===== src/rtl/uart_rx_core_if.sv =====
`default_nettype none
// ============================================================================
// uart_rx_core_if : serial line and byte handshake between the UART receiver
//                   and its consumer. frm_err exists only with UART_RX_FRM_ERR_EN.
// Revision        : 1.0  initial release
// ============================================================================
interface uart_rx_core_if;
    logic       RX;
    logic       clr_rdy;
    logic [7:0] rx_data;
    logic       rdy;
`ifdef UART_RX_FRM_ERR_EN
    logic       frm_err;

    modport master (output RX, output clr_rdy, input rx_data, input rdy, input frm_err);
    modport slave  (input RX, input clr_rdy, output rx_data, output rdy, output frm_err);
`else
    modport master (output RX, output clr_rdy, input rx_data, input rdy);
    modport slave  (input RX, input clr_rdy, output rx_data, output rdy);
`endif
endinterface
`default_nettype wire


===== src/rtl/uart_rx_core.sv =====
`default_nettype none
// ============================================================================
// uart_rx_core : 8N1 UART receiver; recovers one byte per frame, flags it on rdy.
// Config macro : UART_RX_FRM_ERR_EN adds frm_err (stop bit sampled low).
// Revision     : 1.0  initial release
// ============================================================================
module uart_rx_core #(
    parameter int BAUD_CNT  = 2604,
    parameter int HALF_BAUD = 1302
) (
    input wire logic      clk,
    input wire logic      rst_n,
    uart_rx_core_if.slave bus
);

    localparam logic [0:0]  IDLE      = 1'b0;
    localparam logic [0:0]  RCV       = 1'b1;
    localparam logic [11:0] BAUD_LOAD = 12'(BAUD_CNT);
    localparam logic [11:0] HALF_LOAD = 12'(HALF_BAUD);

    logic        rx_ff1;
    logic        rx_sync;
    logic [0:0]  state;
    logic [0:0]  next_state;
    logic [11:0] baud_cnt;
    logic [3:0]  bit_cnt;
    logic [8:0]  shft;
    logic        rdy_q;
    logic        start;
    logic        shift;
    logic        set_rdy;

    always_ff @(posedge clk) begin
        if (!rst_n) begin
            rx_ff1  <= 1'b1;
            rx_sync <= 1'b1;
        end else begin
            rx_ff1  <= bus.RX;
            rx_sync <= rx_ff1;
        end
    end

    always_comb begin
        start      = 1'b0;
        set_rdy    = 1'b0;
        next_state = state;
        shift      = (state == RCV) && (baud_cnt == 12'd0);
        case (state)
            IDLE: begin
                if (!rx_sync) begin
                    start      = 1'b1;
                    next_state = RCV;
                end
            end
            RCV: begin
                // Tenth sample is the stop bit: frame done.
                if (shift && (bit_cnt == 4'd9)) begin
                    set_rdy    = 1'b1;
                    next_state = IDLE;
                end
            end
            default: next_state = IDLE;
        endcase
    end

    always_ff @(posedge clk) begin
        if (!rst_n) begin
            state    <= IDLE;
            baud_cnt <= 12'd0;
            bit_cnt  <= 4'd0;
            shft     <= 9'h000;
        end else begin
            state <= next_state;
            if (start) begin
                baud_cnt <= HALF_LOAD;
                bit_cnt  <= 4'd0;
            end else if (shift) begin
                baud_cnt <= BAUD_LOAD;
                bit_cnt  <= bit_cnt + 4'd1;
            end else if (state == RCV) begin
                baud_cnt <= baud_cnt - 12'd1;
            end
            if (shift) begin
                shft <= {rx_sync, shft[8:1]};
            end
        end
    end

    // A new start wins over set_rdy, which in turn wins over the consumer's clear.
    always_ff @(posedge clk) begin
        if (!rst_n) begin
            rdy_q <= 1'b0;
        end else if (start) begin
            rdy_q <= 1'b0;
        end else if (set_rdy) begin
            rdy_q <= 1'b1;
        end else if (bus.clr_rdy) begin
            rdy_q <= 1'b0;
        end
    end

`ifdef UART_RX_FRM_ERR_EN
    logic frm_err_q;

    always_ff @(posedge clk) begin
        if (!rst_n) begin
            frm_err_q <= 1'b0;
        end else if (start) begin
            frm_err_q <= 1'b0;
        end else if (set_rdy) begin
            frm_err_q <= ~rx_sync;
        end
    end

    assign bus.frm_err = frm_err_q;
`endif

    assign bus.rx_data = shft[7:0];
    assign bus.rdy     = rdy_q;

endmodule
`default_nettype wire


===== src/flat_wrapper.sv =====
// flat-port wrapper written by rule: the top's interface ports become plain ports
module uart_rx_core_flat 
#(
    parameter int BAUD_CNT  = 2604,
    parameter int HALF_BAUD = 1302
)
  (clk, rst_n, bus_RX, bus_clr_rdy, bus_rx_data, bus_rdy);
  uart_rx_core_if bus_i ();
  input wire logic clk;
  input wire logic rst_n;
  input wire logic [$bits(bus_i.RX)-1:0] bus_RX;
  input wire logic [$bits(bus_i.clr_rdy)-1:0] bus_clr_rdy;
  output wire logic [$bits(bus_i.rx_data)-1:0] bus_rx_data;
  output wire logic [$bits(bus_i.rdy)-1:0] bus_rdy;
  assign bus_i.RX = bus_RX;
  assign bus_i.clr_rdy = bus_clr_rdy;
  assign bus_rx_data = bus_i.rx_data;
  assign bus_rdy = bus_i.rdy;
  uart_rx_core #(.BAUD_CNT(BAUD_CNT), .HALF_BAUD(HALF_BAUD)) u_core (.clk(clk), .rst_n(rst_n), .bus(bus_i));
endmodule

===== config.mk =====
export PLATFORM = sky130hd
export DESIGN_NAME = uart_rx_core_flat
export DESIGN_NICKNAME = d
export VERILOG_FILES = /design/src/rtl/uart_rx_core_if.sv /design/src/rtl/uart_rx_core.sv /design/src/flat_wrapper.sv
export SDC_FILE = /design/constraint.sdc
export NUM_CORES = 1
export LEC_CHECK = 0
export ABC_AREA = 1
export CAP_MARGIN = 10
export CORE_MARGIN = 2
export CORE_UTILIZATION = 35
export DETAILED_ROUTE_END_ITERATION = 6
export HOLD_SLACK_MARGIN = 0.1
export MAX_ROUTING_LAYER = met4
export PLACE_DENSITY_LB_ADDON = 0.25
export SLEW_MARGIN = 20
export SYNTH_ARGS = -nofsm -noshare
export SYNTH_HDL_FRONTEND = slang
export SYNTH_SLANG_ARGS = --single-unit

===== constraint.sdc =====
create_clock -name clk -period 1.75 [get_ports clk]
set_clock_uncertainty 0.05 [all_clocks]
set_input_delay 0.35 -clock clk [delete_from_list [all_inputs] [get_ports clk]]
set_output_delay 0.35 -clock clk [all_outputs]
set_load 0.02 [all_outputs]

# ---- After elaboration in Yosys (flattened, before gate mapping)
# Cells that the tools add are included.
dict set report classes {
  n_addsub 2
  n_eq_ne 1
  muxes 11
  n_bitwise 2
  reduce_logical 8
}
# op count
set ops {}
lappend ops {{12-bit 2-to-1 mux} 2}
lappend ops {{12-bit logical NOT} 1}
lappend ops {{12-bit by 1-bit subtractor with 12-bit output, second input constant} 1}
lappend ops {{11-bit 2-to-1 mux} 1}
lappend ops {{1-bit 2-to-1 mux} 7}
lappend ops {{4-bit by 1-bit adder with 4-bit output, second input constant} 1}
lappend ops {{4-bit == test, second input constant} 1}
lappend ops {{2-bit nonzero test} 2}
lappend ops {{3-bit nonzero test} 1}
lappend ops {{3-bit OR reduction} 1}
lappend ops {{1-bit logical AND} 2}
lappend ops {{1-bit inverter} 2}
lappend ops {{1-bit one-hot mux with 2 select lines} 1}
lappend ops {{2-bit OR reduction} 1}
dict set report word_totals {
  register_bits 29
  inputBits 4
  out_inout_bits 9
  elab_cells 33
}

# ---- Longest topological paths before layout
dict set report logic_depth {
  word_depth 6
  ltp_mapped 9
  depth_no_buf 9
}

# ---- Worst setup path before layout
# OpenSTA, ideal clock, no wires.
dict set report synth_timing {
  kind {register to register}
  start {register u_core.baud_cnt[0]}
  end {register u_core.shft[2]}
  setup_time_ns 0.113
  arrival_time_ns 1.266
  required_ns 1.587
  slack_ns 0.321
  stages_incl_launch_ff 9
  n_path_buf 1
  period_less_slack_ns 1.429
  path_cell_list {dfxtp_1 > inv_1 > ha_1 > nand3_4 > nor2_8 > nand2_8 > buf_6 > o21ai_1 > nor2_1}
}
dict set report synth_via {
  elab_chain_len 2
}
# item line_no
set synth_rtl {}
lappend synth_rtl {{from (decl)} uart_rx_core.sv:25} ;# logic [11:0] baud_cnt;
lappend synth_rtl {{from (signal assigned)} uart_rx_core.sv:81} ;# baud_cnt <= baud_cnt - 12'd1;
lappend synth_rtl {{12-bit logical NOT} uart_rx_core.sv:47} ;# shift = (state == RCV) && (baud_cnt == 12'd0);
lappend synth_rtl {{1-bit logical AND} uart_rx_core.sv:47}
lappend synth_rtl {{to (signal assigned)} uart_rx_core.sv:84} ;# shft <= {rx_sync, shft[8:1]};
lappend synth_rtl {{to (decl)} uart_rx_core.sv:27} ;# logic [8:0] shft;
# Every way passes these cells.
# A chain may end at the register's enable or synchronous reset.

# ---- Worst setup path in the final report
dict set report layout_timing {
  start {register u_core.shft[2]}
  end {output port bus_rx_data[2]}
}
# item line_no
set layout_rtl {}
lappend layout_rtl {{to (decl)} flat_wrapper.sv:13} ;# output wire logic [$bits(bus_i.rx_data)-1:0] bus_rx_data;
# No word-level cell between the ends.

==> results.yml <==
floorplan:
  rows: 23
  die_height_um: 67.6
  dieArea_sq_um: 4570
  pin_count: 13
  initial_core_util: 0.359
  die_w_um: 67.6
  core_sq_um: 3940
placement:
  dpl.hpwl_mm: 1.87
  port_buffers: 12
  place_area_sq_um: 1530
  globalplace.congestion: 0.789
clock_network:
  cts_setup_buffers: 0
  tritoncts: "done"
  cts_num_sinks: 29
  cts_buffers: 5
  clk_pin_slew_worst_paths_ns: 0.07
  htree_levels: 2
  clock_path_buffers: 2
  root_buffer: "clkbuf_8"
  clk_latency_ns: 0.28
setup_path:
  cp-start-kind: "register"
  crit_path_end_kind: "primary output"
  slowest_delay_ns: 0.62
  worstPathArrival_ns: 1.29
  crit_required_ns: 1.35
  r2r_cells: 8
  criticalPathCategory: "register to primary output"
  cp_slowest_cell: "clkdlybuf4s50_1"
  cp_cell_sequence: "clkdlybuf4s50_1"
  crit_buf_inv: 1
  cp.depth: 1
  crit_family: "buffers and inverters"
  crit_fanout: 3
sta:
  slew_headroom: 0.819
  final_max_slew_viol_count: 0
  tightestPinTransition_ns: 0.269
  max_freq_mhz: 591
  finalCriticalPeriod_ns: 1.69
  rsz0062_at_grt: "false"
  fin_crit_sh: 0.968
  tns_ns: 0
  hold_viol_final: 0
  setup_viol: 0
cells_and_area:
  nets: 203
  n_antenna_cell: 0
  area_delta_synth_final_pct: 16.7
  fin_area_sq_um: 1650
  final_util: 0.419
  drive_above_1_share: 0.142
logic_synthesis:
  synth_edf_count: 0
  syn_nets: 193
  yosys.area.top_type_share: 0.410
  ys_ff_latch: 29
  synth_top_area_cell: "dfxtp_1"
  synth-compound-area-share: 0.124
  synthArstFlopShare: 0
  synthMuxAreaShare: 0
  synthAdderAreaFrac: 0.0265
  synth_top_family_by_area: "simple AND/OR/NAND/NOR gates"
  synthXorXnorAreaFrac: 0.0247
  synth_most_common_cell: "nor2_1"
  synth.distinct_cells: 29
  synth-seq-area-share: 0.410
  synth_area_sq_um: 1420
  synthSimpleGateAreaFrac: 0.281
  synth_ff_type: "dfxtp_1"
  synth.area.top_cells: "dfxtp_1, nor2_1, nand2_1, inv_1, o21ai_1"
  ys_warn_count: 0
  syn_avg_cell_area_sq_um: 7.61
  synthTopCellsByCount: "nor2_1, dfxtp_1, nand2_1"
  syn_inst: 186
global_routing:
  antenna_found_initial: 0
  grt_pass1_wl_mm: 4.46
  grt_max_degree: 20
  grt_overflow: 0
  grt_pass1_vias: 1025
  grt.total_usage: 0.135
pwr:
  power_leakage_nw: 0.709
  p_per_area_nw_per_um2: 1080
  power_w: 0.00179
  ir_drop_uv: 503
routing:
  drc_errors: 0
  viasPerCell: 4.53
  vias: 1120
  routedWlPerCell_um: 10.3
  met2_length_mm: 1.16
  drt-total-wl_mm: 2.55
  first_pass_iters: 4
  wl_met3_um: 94
  dr.first_iter.drc_count: 51
  m1WireLength_mm: 1.27
  ant_nets: 0
  top_layer: "met4"
run_status:
  status: "finished, final reports clean"
hold_path:
  holdPathStages: 1
  hp-class: "register to register"
run:
  maxCapViolCount: 0
per-layer routing:
metal  up-vias  GRT usage
met2        17      0.195
li1        599          -
met1       501      0.173
met4         0     0.0536
met5         -          -
met3         3     0.0450
per-stage QoR:
step / hold slack (ns) / instances / setup slack [ns]
3_5_place_dp: 0.358 / 239 / 0.0972
3_3_place_gp: 0.354 / 239 / 0.146
6_report: 0.370 / 247 / 0.0566
4_1_cts: 0.374 / 247 / 0.0391
2_1_floorplan: 0.343 / 186 / 0.321
5_1_grt: 0.389 / 247 / 0.00368
area by class of cell:
| cell class | instances | area (sq um) |
|---|---|---|
| fillers | 422 | 2290 |
| repair buffers | 15 | 143 |
| well taps | 50 | 62.6 |
| clock inverters | 2 | 37.5 |
| multi-input cells | 120 | 648 |
| flip-flops and latches | 29 | 581 |
| inverters | 25 | 98.8 |
| clock buffers | 6 | 82.6 |
cell usage in the layout (no fill, tap or decap), drive strengths merged:
cell	instances
a21oi	10
a31oi	1
buf	3
bufinv	1
clkbuf	6
clkdlybuf4s50	12
clkinvlp	1
dfxtp	29
ha	3
inv	25
nand2	27
nand3	9
nand4	3
nor2	37
nor3	1
o21ai	20
o21bai	1
o31ai	1
or2	3
xnor2	1
xor2	3
path summary, 6_finish.rpt:
kind	startpoint	end	slack, ns
setup / recovery	u_core.shft[2]	bus_rx_data[2]	0.06
hold / removal	u_core.rx_ff1	u_core.rx_sync	0.37
setup reg to reg	u_core.baud_cnt[0]	u_core.bus.rdy	0.18
hold reg to reg	u_core.rx_ff1	u_core.rx_sync	0.37
kinds of logic after synthesis:
family | after synthesis
xor gates and xnor gates | 4
buffers and inverters | 37
DFF | 29
and+or+nand+nor | 80
adders and majority gates | 3
AOI/OAI and AO/OA | 33
power by group:
group | switching (W) | internal [W] | leakage [nW]
Sequential | 0.0000370 | 0.000703 | 0.236
Combinational | 0.000188 | 0.000128 | 0.416
Clock | 0.000267 | 0.000463 | 0.0574
sequential cells by signal (all words and copies together), names as in the netlist:
signal	count
u_core.bit_cnt	4
u_core.bus.rdy	1
u_core.baud_cnt	12
u_core.rx_sync	1
u_core.state	1
u_core.shft	9
u_core.rx_ff1	1
worst register-to-register path: stages (launching register included):
cell and delay, ns:
dfxtp_1 0.32, inv_1 0.10, ha_2 0.22, nand3_4 0.12, nor2_8 0.16, nand2_8 0.13, inv_6 0.13, nand4_1 0.11
a21oi_1 0.15
timing repair:
action / CTS / global route
resized for setup: 0 / 2
hold buffers: 0 / 0
endpoints found under the setup margin: 0 / 2
Power figures use the tool's default switching activity.
